===== src/rtl/pspin_fb_arb_pkg.sv =====
// Shared configuration for the feedback arbiter: default field widths,
// the packed feedback record, the output-entry state encoding and a
// small round-robin index helper.
package pspin_fb_arb_pkg;

    localparam int unsigned PSPIN_ADDR_WIDTH  = 32;
    localparam int unsigned PSPIN_LEN_WIDTH   = 20;
    localparam int unsigned PSPIN_MSGID_WIDTH = 10;
    localparam int unsigned FB_COUNT_WIDTH    = 32;

    // One feedback record at the default widths.
    typedef struct packed {
        logic [PSPIN_MSGID_WIDTH-1:0] msgid;
        logic [PSPIN_LEN_WIDTH-1:0]   size;
        logic [PSPIN_ADDR_WIDTH-1:0]  addr;
    } pspin_fb_t;

    // Output entry occupancy; FULL is exactly m_valid_o.
    typedef enum logic {
        FB_EMPTY = 1'b0,
        FB_FULL  = 1'b1
    } fb_state_e;

    // Next requester index, wrapping at n.
    function automatic int unsigned rr_next(input int unsigned idx, input int unsigned n);
        return (idx + 1 >= n) ? 0 : idx + 1;
    endfunction

endpackage


===== src/rtl/pspin_fb_arb_if.sv =====
// Feedback bus between the requesters, the arbiter and the packet allocator.
// slave: the arbiter's view. master: the surrounding environment's view.
interface pspin_fb_arb_if
    import pspin_fb_arb_pkg::*;
#(
    parameter int unsigned NUM_PORTS   = 4,
    parameter int unsigned ADDR_WIDTH  = PSPIN_ADDR_WIDTH,
    parameter int unsigned LEN_WIDTH   = PSPIN_LEN_WIDTH,
    parameter int unsigned MSGID_WIDTH = PSPIN_MSGID_WIDTH
);
    localparam int unsigned IDX_W = $clog2(NUM_PORTS);

    logic [NUM_PORTS-1:0]             s_valid_i;
    logic [NUM_PORTS-1:0]             s_ready_o;
    logic [NUM_PORTS*ADDR_WIDTH-1:0]  s_addr_i;
    logic [NUM_PORTS*LEN_WIDTH-1:0]   s_size_i;
    logic [NUM_PORTS*MSGID_WIDTH-1:0] s_msgid_i;

    logic                   m_valid_o;
    logic                   m_ready_i;
    logic [ADDR_WIDTH-1:0]  m_addr_o;
    logic [LEN_WIDTH-1:0]   m_size_o;
    logic [MSGID_WIDTH-1:0] m_msgid_o;
    logic [IDX_W-1:0]       m_src_o;

    modport slave (
        input  s_valid_i, s_addr_i, s_size_i, s_msgid_i, m_ready_i,
        output s_ready_o, m_valid_o, m_addr_o, m_size_o, m_msgid_o, m_src_o
    );

    modport master (
        output s_valid_i, s_addr_i, s_size_i, s_msgid_i, m_ready_i,
        input  s_ready_o, m_valid_o, m_addr_o, m_size_o, m_msgid_o, m_src_o
    );

endinterface


===== src/rtl/pspin_fb_arb_rr_pick.sv =====
// Rotating-priority pick: first asserted request strictly after 'last',
// wrapping around, so the most recent winner has lowest priority.
module pspin_rr_pick
    import pspin_fb_arb_pkg::*;
#(
    parameter int unsigned NUM_PORTS = 4,
    parameter int unsigned IDX_W     = $clog2(NUM_PORTS)
) (
    input  logic [NUM_PORTS-1:0] req,
    input  logic [IDX_W-1:0]     last,
    output logic [IDX_W-1:0]     gnt_idx,
    output logic                 gnt_vld
);

    int unsigned pos;

    // Walk the ring once starting after 'last'; keep the first hit.
    always_comb begin
        gnt_idx = '0;
        gnt_vld = 1'b0;
        pos     = int'(last);
        for (int k = 0; k < int'(NUM_PORTS); k++) begin
            pos = rr_next(pos, NUM_PORTS);
            if (!gnt_vld && req[pos]) begin
                gnt_idx = IDX_W'(pos);
                gnt_vld = 1'b1;
            end
        end
    end

endmodule


===== src/rtl/pspin_fb_arb.sv =====
// Merges per-requester HER feedback into a single registered stream towards
// the packet allocator. Round-robin fair, one accept per cycle, fields are
// passed through untouched (size classification is the allocator's job).
module pspin_fb_arb
    import pspin_fb_arb_pkg::*;
#(
    parameter int unsigned NUM_PORTS   = 4,
    parameter int unsigned ADDR_WIDTH  = PSPIN_ADDR_WIDTH,
    parameter int unsigned LEN_WIDTH   = PSPIN_LEN_WIDTH,
    parameter int unsigned MSGID_WIDTH = PSPIN_MSGID_WIDTH,
    // Counter value loaded by reset; nonzero only for bring-up/wrap checks.
    parameter logic [FB_COUNT_WIDTH-1:0] FB_COUNT_INIT = '0
) (
    input  logic                      clk,
    input  logic                      rstn,
    pspin_fb_arb_if.slave             bus,
    output logic [FB_COUNT_WIDTH-1:0] fb_count_o
);

    localparam int unsigned IDX_W = $clog2(NUM_PORTS);

    fb_state_e              state_reg, state_next;
    logic [IDX_W-1:0]       last_reg;
    logic [IDX_W-1:0]       src_reg;
    logic [ADDR_WIDTH-1:0]  addr_reg;
    logic [LEN_WIDTH-1:0]   size_reg;
    logic [MSGID_WIDTH-1:0] msgid_reg;
    logic [FB_COUNT_WIDTH-1:0] fb_count_reg;

    logic             load_en;
    logic             grant;
    logic             xfer;
    logic             gnt_vld;
    logic [IDX_W-1:0] gnt_idx;

    logic [ADDR_WIDTH-1:0]  addr_arr  [NUM_PORTS];
    logic [LEN_WIDTH-1:0]   size_arr  [NUM_PORTS];
    logic [MSGID_WIDTH-1:0] msgid_arr [NUM_PORTS];

    // Unpack the flat requester buses and drive the one-hot accept.
    for (genvar gi = 0; gi < NUM_PORTS; gi++) begin : g_port
        assign addr_arr[gi]      = bus.s_addr_i[gi*ADDR_WIDTH +: ADDR_WIDTH];
        assign size_arr[gi]      = bus.s_size_i[gi*LEN_WIDTH +: LEN_WIDTH];
        assign msgid_arr[gi]     = bus.s_msgid_i[gi*MSGID_WIDTH +: MSGID_WIDTH];
        assign bus.s_ready_o[gi] = grant && (gnt_idx == IDX_W'(gi));
    end

    pspin_rr_pick #(
        .NUM_PORTS (NUM_PORTS),
        .IDX_W     (IDX_W)
    ) u_pick (
        .req     (bus.s_valid_i),
        .last    (last_reg),
        .gnt_idx (gnt_idx),
        .gnt_vld (gnt_vld)
    );

    // The entry may be refilled when empty or when it drains this cycle;
    // nothing is accepted while reset is held.
    assign xfer    = (state_reg == FB_FULL) && bus.m_ready_i;
    assign load_en = (state_reg == FB_EMPTY) || bus.m_ready_i;
    assign grant   = rstn && load_en && gnt_vld;

    // Occupancy register.
    always_ff @(posedge clk or negedge rstn) begin
        if (!rstn) state_reg <= FB_EMPTY;
        else       state_reg <= state_next;
    end

    // Next occupancy: a grant always fills, a drain without refill empties.
    always_comb begin
        state_next = state_reg;
        case (state_reg)
            FB_EMPTY: if (grant) state_next = FB_FULL;
            FB_FULL:  if (!grant && bus.m_ready_i) state_next = FB_EMPTY;
            default:  state_next = FB_EMPTY;
        endcase
    end

    // Capture the winner's fields; hold them otherwise so the output is
    // stable under backpressure. last_reg starts at the top port so port 0
    // wins first after reset.
    always_ff @(posedge clk or negedge rstn) begin
        if (!rstn) begin
            addr_reg  <= '0;
            size_reg  <= '0;
            msgid_reg <= '0;
            src_reg   <= '0;
            last_reg  <= IDX_W'(NUM_PORTS - 1);
        end else if (grant) begin
            addr_reg  <= addr_arr[gnt_idx];
            size_reg  <= size_arr[gnt_idx];
            msgid_reg <= msgid_arr[gnt_idx];
            src_reg   <= gnt_idx;
            last_reg  <= gnt_idx;
        end
    end

    // Count delivered feedbacks; wraps naturally.
    always_ff @(posedge clk or negedge rstn) begin
        if (!rstn)     fb_count_reg <= FB_COUNT_INIT;
        else if (xfer) fb_count_reg <= fb_count_reg + FB_COUNT_WIDTH'(1);
    end

    assign bus.m_valid_o = (state_reg == FB_FULL);
    assign bus.m_addr_o  = addr_reg;
    assign bus.m_size_o  = size_reg;
    assign bus.m_msgid_o = msgid_reg;
    assign bus.m_src_o   = src_reg;
    assign fb_count_o    = fb_count_reg;

endmodule


===== src/flat_wrapper.sv =====
// flat-port wrapper written by rule: the top's interface ports become plain ports
module pspin_fb_arb_flat import pspin_fb_arb_pkg::*;
#(
    parameter int unsigned NUM_PORTS   = 4,
    parameter int unsigned ADDR_WIDTH  = PSPIN_ADDR_WIDTH,
    parameter int unsigned LEN_WIDTH   = PSPIN_LEN_WIDTH,
    parameter int unsigned MSGID_WIDTH = PSPIN_MSGID_WIDTH,
                                                                            
    parameter logic [FB_COUNT_WIDTH-1:0] FB_COUNT_INIT = '0
)
  (clk, rstn, fb_count_o, bus_s_valid_i, bus_s_addr_i, bus_s_size_i, bus_s_msgid_i, bus_m_ready_i, bus_s_ready_o, bus_m_valid_o, bus_m_addr_o, bus_m_size_o, bus_m_msgid_o, bus_m_src_o);
  pspin_fb_arb_if #(.NUM_PORTS(NUM_PORTS), .ADDR_WIDTH(ADDR_WIDTH), .LEN_WIDTH(LEN_WIDTH), .MSGID_WIDTH(MSGID_WIDTH)) bus_i ();
  input  logic clk;
  input  logic rstn;
  output logic [FB_COUNT_WIDTH-1:0] fb_count_o;
  input wire logic [$bits(bus_i.s_valid_i)-1:0] bus_s_valid_i;
  input wire logic [$bits(bus_i.s_addr_i)-1:0] bus_s_addr_i;
  input wire logic [$bits(bus_i.s_size_i)-1:0] bus_s_size_i;
  input wire logic [$bits(bus_i.s_msgid_i)-1:0] bus_s_msgid_i;
  input wire logic [$bits(bus_i.m_ready_i)-1:0] bus_m_ready_i;
  output wire logic [$bits(bus_i.s_ready_o)-1:0] bus_s_ready_o;
  output wire logic [$bits(bus_i.m_valid_o)-1:0] bus_m_valid_o;
  output wire logic [$bits(bus_i.m_addr_o)-1:0] bus_m_addr_o;
  output wire logic [$bits(bus_i.m_size_o)-1:0] bus_m_size_o;
  output wire logic [$bits(bus_i.m_msgid_o)-1:0] bus_m_msgid_o;
  output wire logic [$bits(bus_i.m_src_o)-1:0] bus_m_src_o;
  assign bus_i.s_valid_i = bus_s_valid_i;
  assign bus_i.s_addr_i = bus_s_addr_i;
  assign bus_i.s_size_i = bus_s_size_i;
  assign bus_i.s_msgid_i = bus_s_msgid_i;
  assign bus_i.m_ready_i = bus_m_ready_i;
  assign bus_s_ready_o = bus_i.s_ready_o;
  assign bus_m_valid_o = bus_i.m_valid_o;
  assign bus_m_addr_o = bus_i.m_addr_o;
  assign bus_m_size_o = bus_i.m_size_o;
  assign bus_m_msgid_o = bus_i.m_msgid_o;
  assign bus_m_src_o = bus_i.m_src_o;
  pspin_fb_arb #(.NUM_PORTS(NUM_PORTS), .ADDR_WIDTH(ADDR_WIDTH), .LEN_WIDTH(LEN_WIDTH), .MSGID_WIDTH(MSGID_WIDTH), .FB_COUNT_INIT(FB_COUNT_INIT)) u_core (.clk(clk), .rstn(rstn), .bus(bus_i), .fb_count_o(fb_count_o));
endmodule

===== config.mk =====
export PLATFORM = sky130hd
export DESIGN_NAME = pspin_fb_arb_flat
export DESIGN_NICKNAME = d
export VERILOG_FILES = /design/src/rtl/pspin_fb_arb_pkg.sv /design/src/rtl/pspin_fb_arb_if.sv /design/src/rtl/pspin_fb_arb_rr_pick.sv /design/src/rtl/pspin_fb_arb.sv /design/src/flat_wrapper.sv
export SDC_FILE = /design/constraint.sdc
export NUM_CORES = 1
export LEC_CHECK = 0
export BUFFER_PORTS_ARGS = -buffer_cell sky130_fd_sc_hd__clkbuf_2
export CORE_AREA = 5 5 136 138
export DETAILED_ROUTE_END_ITERATION = 16
export DIE_AREA = 0 0 141 143
export HOLD_SLACK_MARGIN = 0.06
export PLACE_DENSITY = 0.68
export SLEW_MARGIN = 20
export SYNTH_ARGS = -nofsm -noshare
export SYNTH_HDL_FRONTEND = slang
export SYNTH_SLANG_ARGS = --single-unit

===== constraint.sdc =====
create_clock -name clk -period 6.3 [get_ports clk]
set_clock_uncertainty 0.2 [all_clocks]
set_input_delay 0.63 -clock clk [delete_from_list [all_inputs] [get_ports clk]]
set_output_delay 0.63 -clock clk [all_outputs]
set_load 0.03 [all_outputs]

; ---- After elaboration in Yosys (flattened, before gate mapping)
; Cells that the tools add are included.
[word_totals]
register_bits = 99
latch_bits = 0
mem_bits_rw = 0
rom_bits = 0
input_bits = 255
out_inout_bits = 101
n_memories = 0
[classes]
addsub = 5
mul = 0
div = 0
n_lt_le_gt_ge = 9
eq_ne = 3
shifts = 0
n_mux = 32
n_bitwise = 2
reduce_logical = 17
[op_table]
columns = cell, n
row1 = two-way mux 32 bit, 6
row2 = "adder 32 x 1 -> 32 bit, second input constant", 4
row3 = "greater-or-equal comparator 32 x 3 -> 1 bit, second input constant", 4
row4 = "less-than comparator 32 x 3 -> 1 bit, second input constant", 4
row5 = binary-select mux 32 bit (select 2 bit), 1
row6 = binary-select mux 20 bit (select 2 bit), 1
row7 = two-way mux 20 bit, 2
row8 = binary-select mux 10 bit (select 2 bit), 1
row9 = two-way mux 10 bit, 2
row10 = logical AND 1 bit, 11
row11 = two-way mux 1 bit, 10
row12 = binary-select mux 1 bit (select 2 bit), 4
row13 = two-way mux 2 bit, 4
row14 = "== test 2 bit, second input constant", 2
row15 = zero test 1 bit, 4
row16 = "adder 2 x 1 -> 3 bit, second input constant", 1
row17 = "greater-or-equal comparator 3 bit, second input constant", 1
row18 = inverter 2 -> 3 bit, 1
row19 = "== test 2 x 1 -> 1 bit, second input constant", 1
row20 = zero test 2 bit, 1
row21 = case mux 1 bit (2 select lines), 1
row22 = logical OR 1 bit, 1
row23 = inverter 1 bit, 1

; ---- Depth between registers and ports, before layout
[depth]
word_depth = 21
ltp_mapped = 13
ltp_nobuf = 9

; ---- By module
; From an unflattened synthesis, not the netlist that was laid out.
[unflattened]
cells_unflattened = 546
area_unflattened_um2 = 5848.1
[by_module_without_submodules]
columns = module, n_inst, cells_each, area_per_inst_um2, seq_area_each_um2
row1 = pspin_fb_arb, 1, 493, 5479.0, 2479.9
row2 = pspin_rr_pick, 1, 53, 369.1, 0.0

; ---- Worst setup path before layout
; OpenSTA, ideal clock, no wires.
[synth_path]
path_type = register -> output
start = register u_core.last_reg[0]
end = output port bus_s_ready_o[2]
t_arrival_ns = 3.005
required_time_ns = 5.470
setup_slack_ns = 2.465
path_stages_with_launch = 12
n_path_buf = 3
cell_sequence = dfstp_2 buf_6 inv_1 ha_1 o21ba_2 mux2i_1 nand3b_1 a21oi_2 or2_1 buf_6 buf_2 nor3_1
[synth_via]
elab_chain_len = 18
word_cells_on_any_way = 37
cone_classes = add/sub: 4 / order compare: 4 / eq/ne: 1 / mux: 20 / reduce/logical: 8
[synth_lines]
columns = element, line
row1 = "start, declared", pspin_fb_arb.sv:23  ; logic [IDX_W-1:0] last_reg;
row2 = "start signal, assigned", pspin_fb_arb.sv:89  ; last_reg <= IDX_W'(NUM_PORTS - 1);
row3 = "start signal, assigned", pspin_fb_arb.sv:95  ; last_reg <= gnt_idx;
row4 = adder 2 x 1 -> 3 bit *, pspin_fb_arb_pkg.sv:26  ; return (idx + 1 >= n) ? 0 : idx + 1;
row5 = greater-or-equal comparator 32 x 3 -> 1 bit, pspin_fb_arb_pkg.sv:26
row6 = two-way mux 32 bit *, pspin_fb_arb_pkg.sv:26
row7 = adder 32 x 1 -> 32 bit, pspin_fb_arb_pkg.sv:26
row8 = greater-or-equal comparator 32 x 3 -> 1 bit, pspin_fb_arb_pkg.sv:26
row9 = two-way mux 32 bit, pspin_fb_arb_pkg.sv:26
row10 = adder 32 x 1 -> 32 bit / binary-select mux 1 bit (select 2 bit) (equally long branches), "pspin_fb_arb_pkg.sv:26, pspin_fb_arb_rr_pick.sv:24"
row11 = greater-or-equal comparator 32 x 3 -> 1 bit / two-way mux 1 bit (equally long branches), "pspin_fb_arb_pkg.sv:26, pspin_fb_arb_rr_pick.sv:24"
row12 = [2 not listed], n/a
row13 = greater-or-equal comparator 32 x 3 -> 1 bit (tied with other cells), pspin_fb_arb_pkg.sv:26
row14 = two-way mux 32 bit / logical AND 1 bit (equally long branches), "pspin_fb_arb_pkg.sv:26, pspin_fb_arb_rr_pick.sv:24"
row15 = binary-select mux 1 bit (select 2 bit) / two-way mux 1 bit (equally long branches), pspin_fb_arb_rr_pick.sv:24  ; if (!gnt_vld && req[pos]) begin
row16 = two-way mux 1 bit (not written as such) / zero test 1 bit (equally long branches), pspin_fb_arb_rr_pick.sv:24
row17 = logical AND 1 bit, pspin_fb_arb_rr_pick.sv:24
row18 = two-way mux 2 bit / two-way mux 1 bit (equally long branches), pspin_fb_arb_rr_pick.sv:24
row19 = == test 2 bit / logical AND 1 bit (equally long branches), "pspin_fb_arb.sv:45, pspin_fb_arb.sv:62"
row20 = logical AND 1 bit *, pspin_fb_arb.sv:45  ; assign bus.s_ready_o[gi] = grant && (gnt_idx == IDX_W'(gi));
row21 = "end, declared", flat_wrapper.sv:21  ; output wire logic [$bits(bus_i.s_ready_o)-1:0] bus_s_ready_o;
; Mark *: on every way between the ends. The rest lies on a longest branch, timed or not. The select of a mux whose other input is x is not followed.

; ---- Worst setup path after layout
[layout_path]
start = register u_core.last_reg[0]
end = output port bus_s_ready_o[1]
[layout_via]
elab_chain_len = 18
word_cells_on_any_way = 37
cone_classes = add/sub: 4 / order compare: 4 / eq/ne: 1 / mux: 20 / reduce/logical: 8
[layout_lines]
columns = element, line
row1 = adder 2 x 1 -> 3 bit *, pspin_fb_arb_pkg.sv:26
row2 = greater-or-equal comparator 32 x 3 -> 1 bit, pspin_fb_arb_pkg.sv:26
row3 = two-way mux 32 bit *, pspin_fb_arb_pkg.sv:26
row4 = adder 32 x 1 -> 32 bit, pspin_fb_arb_pkg.sv:26
row5 = greater-or-equal comparator 32 x 3 -> 1 bit, pspin_fb_arb_pkg.sv:26
row6 = two-way mux 32 bit, pspin_fb_arb_pkg.sv:26
row7 = adder 32 x 1 -> 32 bit / binary-select mux 1 bit (select 2 bit) (equally long branches), "pspin_fb_arb_pkg.sv:26, pspin_fb_arb_rr_pick.sv:24"
row8 = greater-or-equal comparator 32 x 3 -> 1 bit / two-way mux 1 bit (equally long branches), "pspin_fb_arb_pkg.sv:26, pspin_fb_arb_rr_pick.sv:24"
row9 = [2 not listed], n/a
row10 = greater-or-equal comparator 32 x 3 -> 1 bit (tied with other cells), pspin_fb_arb_pkg.sv:26
row11 = two-way mux 32 bit / logical AND 1 bit (equally long branches), "pspin_fb_arb_pkg.sv:26, pspin_fb_arb_rr_pick.sv:24"
row12 = binary-select mux 1 bit (select 2 bit) / two-way mux 1 bit (equally long branches), pspin_fb_arb_rr_pick.sv:24
row13 = two-way mux 1 bit (not written as such) / zero test 1 bit (equally long branches), pspin_fb_arb_rr_pick.sv:24
row14 = logical AND 1 bit, pspin_fb_arb_rr_pick.sv:24
row15 = two-way mux 2 bit / two-way mux 1 bit (equally long branches), pspin_fb_arb_rr_pick.sv:24
row16 = == test 2 x 1 -> 1 bit / logical AND 1 bit (equally long branches), "pspin_fb_arb.sv:45, pspin_fb_arb.sv:62"
row17 = logical AND 1 bit *, pspin_fb_arb.sv:45
; Marked as above.

==> impl_metrics.toml <==
[run_status]
outcome = "complete, no violations"

[yosys]
yosys-top-cells-area = "dfrtp_1 39%, mux2i_1 17%, mux2_2 6.3%"
syn_area_um2 = 6210
yosys_warnings = 0
synth_fa_ha_area_share_pct = 1.41
yosys_register_bits = 99
synth_xor_area_share_pct = 4.37
synth_edf_count = 0
syn_inst = 597
synth_top_family_by_area = "multiplexers"
yosysTopAreaCell = "dfrtp_1"
synthTopCellsByCount = "103 x mux2i_1, 97 x dfrtp_1, 61 x nand2_1"
synthArstFlopShare_pct = 100
ys.flop_type = "dfrtp_1"
synth_cell_types = 46
ys_seq_area_share_pct = 39.9
synth_fp_nets = 859
synthSimpleGateAreaFrac_pct = 11.1
post_synth.cell_area_avg_um2 = 10.4
synth_mux_area_share_pct = 24.6
synthMostInstantiatedCell = "mux2i_1"
synth_compound_gate_area_share_pct = 12.1
netlist.area_leader.share_pct = 39.1

[detailed_routing]
routed_wl_mm = 18.6
drcViolationCount = 0
wl_per_cell_um = 16.1
dr.first_iter.drc_count = 286
antenna_left = 0
num_vias = 5712
drtPass1Iterations = 4
vias_per_cell = 4.92

[global_route]
grtUsageTotal_pct = 18.2
grt_max_degree = 107
antenna_found_initial = 0
grt_pass1_vias = 5893
overflow = 0
grt_pass1_wl_mm = 29.5

[final_layout]
area_growth_pct = 34.4
stdcell_area_um2 = 8350
final_util_pct = 49.0
drive_above_1_share_pct = 45.8
nets = 1192
insertedDiodeCount = 0

[setup_path]
rr_startpoint = "u_core.last_reg[0]$_DFFE_PN1P_"
end_kind = "output pin"
endpoint = "bus_s_ready_o[1]"
worstSetupStartpoint = "u_core.last_reg[0]$_DFFE_PN1P_"
ff2ff_path_depth = 10
cp-start-kind = "register"
rrSetupSlack_ns = 2.10
r2r-end = "u_core.bus.m_addr_o[9]$_DFFE_PN0P_"
cp_data_required_time_ns = 5.47
crit_arrival_ns = 3.71
crit_fanout = 37
path_class = "reg2out"

[power]
leakagePower_nw = 4.63
design_power_total_mw = 4.76
peakVddDrop_mv = 0.462
p_per_area_nw_per_um2 = 570

[timing]
maxSlewViolCount = 0
timing.final.hold_violations = 0
period_share_pct = 72.0
rsz0062_at_grt = "false"
fin_ws_ns = 1.76
finalSetupViolations = 0
relSlewSlack_pct = 33.9
fmax_ghz = 0.220
worst_pin_slew_ns = 0.991
setup_tns_ns = 0
final.min_clock_period_ns = 4.54

[clocking]
cts_buffer_depth = 2
numClockSinks = 99
cts-root-buf = "clkbuf_16"
cts_tree = "done"
cts_resized = 0
clk_pin_slew_ns = 0.07
postCtsSetupBuffers = 0
insertion_delay_ns = 0.35
cts_buffers = 9
htree_levels = 3
ctsHoldBuffers = 0

[placement]
placed_cell_area_um2 = 8050
dp_slack_ns = 2.18
dp_hpwl_mm = 14.7
gp_congestion = 0.897
portBuffers = 355

[floorplan]
chipWidth_um = 141
core_um2 = 17100
die-area_um2 = 20200
io_pins = 356
core.rowCount = 48
die_h_um = 143
start_util_pct = 36.4

[min_path]
holdCritPathClass = "in2async"

[job]
drv_cap = 0
critical path, cell delays in order (launching register included):
cell and delay, ns:
dfstp_2 0.73, inv_1 0.17, ha_1 0.25, o21bai_1 0.21, nor4_2 0.38, o21ai_1 0.15
nor3_2 0.29, or2_2 0.71, and3_1 0.26, clkbuf_2 0.20
per-stage QoR:
stage / instances / hold WS, ns
floorplan: 597 / 0.134
global route: 1160 / 0.142
CTS: 1160 / 0.113
global placement: 1144 / 0.262
finish: 1160 / 0.0877
detailed placement: 1144 / 0.272
logic make-up after synthesis:
| kind of cell | count (synthesis) |
|---|---|
| AND/OR/NAND/NOR | 139 |
| XOR/XNOR | 31 |
| AO/OA/AOI/OAI | 108 |
| multiplexers | 145 |
| buffers and inverters | 68 |
| flip-flops | 99 |
| adder cells (fa/ha/maj) | 7 |
power breakdown:
group / switching, mW / internal [mW]
registers: 0.153 / 0.874
logic: 1.82 / 1.37
clock network: 0.263 / 0.286
worst min-delay path by stage:
stage | from | slack, ns | cells past startpoint | end
2_1_floorplan | rstn | 0.13 | 0 | u_core.bus.m_addr_o[0]$_DFFE_PN0P_
3_3_place_gp | u_core.bus.m_src_o[1]$_DFFE_PN0P_ | 0.26 | 2 | u_core.bus.m_src_o[1]$_DFFE_PN0P_
3_5_place_dp | u_core.bus.m_src_o[1]$_DFFE_PN0P_ | 0.27 | 2 | u_core.bus.m_src_o[1]$_DFFE_PN0P_
6_report | rstn | 0.09 | 1 | u_core.bus.m_size_o[9]$_DFFE_PN0P_
4_1_cts | rstn | 0.11 | 1 | u_core.bus.m_size_o[9]$_DFFE_PN0P_
5_1_grt | rstn | 0.14 | 1 | u_core.bus.m_size_o[14]$_DFFE_PN0P_
placed cells by master (no fill, tap or decap), drive strengths merged:
cell / Yosys / layout
a211oi: 1 / 1
a21oi: 4 / 4
a221o: 25 / 25
a22o: 1 / 1
a22oi: 1 / 1
and2: 25 / 25
and3: 11 / 11
and4: 3 / 3
buf: 22 / 7
clkbuf: 17 / 364
clkinv: 0 / 3
clkinvlp: 0 / 2
dfrtp: 97 / 97
dfstp: 2 / 2
ha: 7 / 7
inv: 29 / 30
mux2: 40 / 40
mux2i: 103 / 103
mux4: 2 / 2
nand2: 61 / 61
nand2b: 2 / 2
nand3: 14 / 14
nand3b: 1 / 1
nand4: 1 / 1
nor2: 14 / 14
nor3: 4 / 4
nor4: 2 / 2
o21a: 1 / 1
o21ai: 43 / 43
o21ba: 3 / 3
o21bai: 1 / 1
o22ai: 27 / 27
o32ai: 1 / 1
or2: 1 / 1
xnor2: 22 / 22
xor2: 9 / 9
area by class of cell:
cell class / instances / area [um^2]
Fill cell: 1632 / 8710
Multi-Input combinational cell: 430 / 3340
Sequential cell: 99 / 2480
Timing Repair Buffer: 361 / 1840
Tap cell: 225 / 282
Clock buffer: 10 / 239
Inverter: 29 / 109
Clock inverter: 6 / 60.1
metal layers:
metal  share of wire, %  up-vias  GRT usage, %  wire length [um]
met5                  0        -             0                 0
met4                2.5        0          7.24               464
met3                8.6       32          4.79              1610
met2                 52      265          33.7              9680
met1                 37     2609          19.8              6880
li1                   -     2806             -                 -
Power figures use the tool's default switching activity.
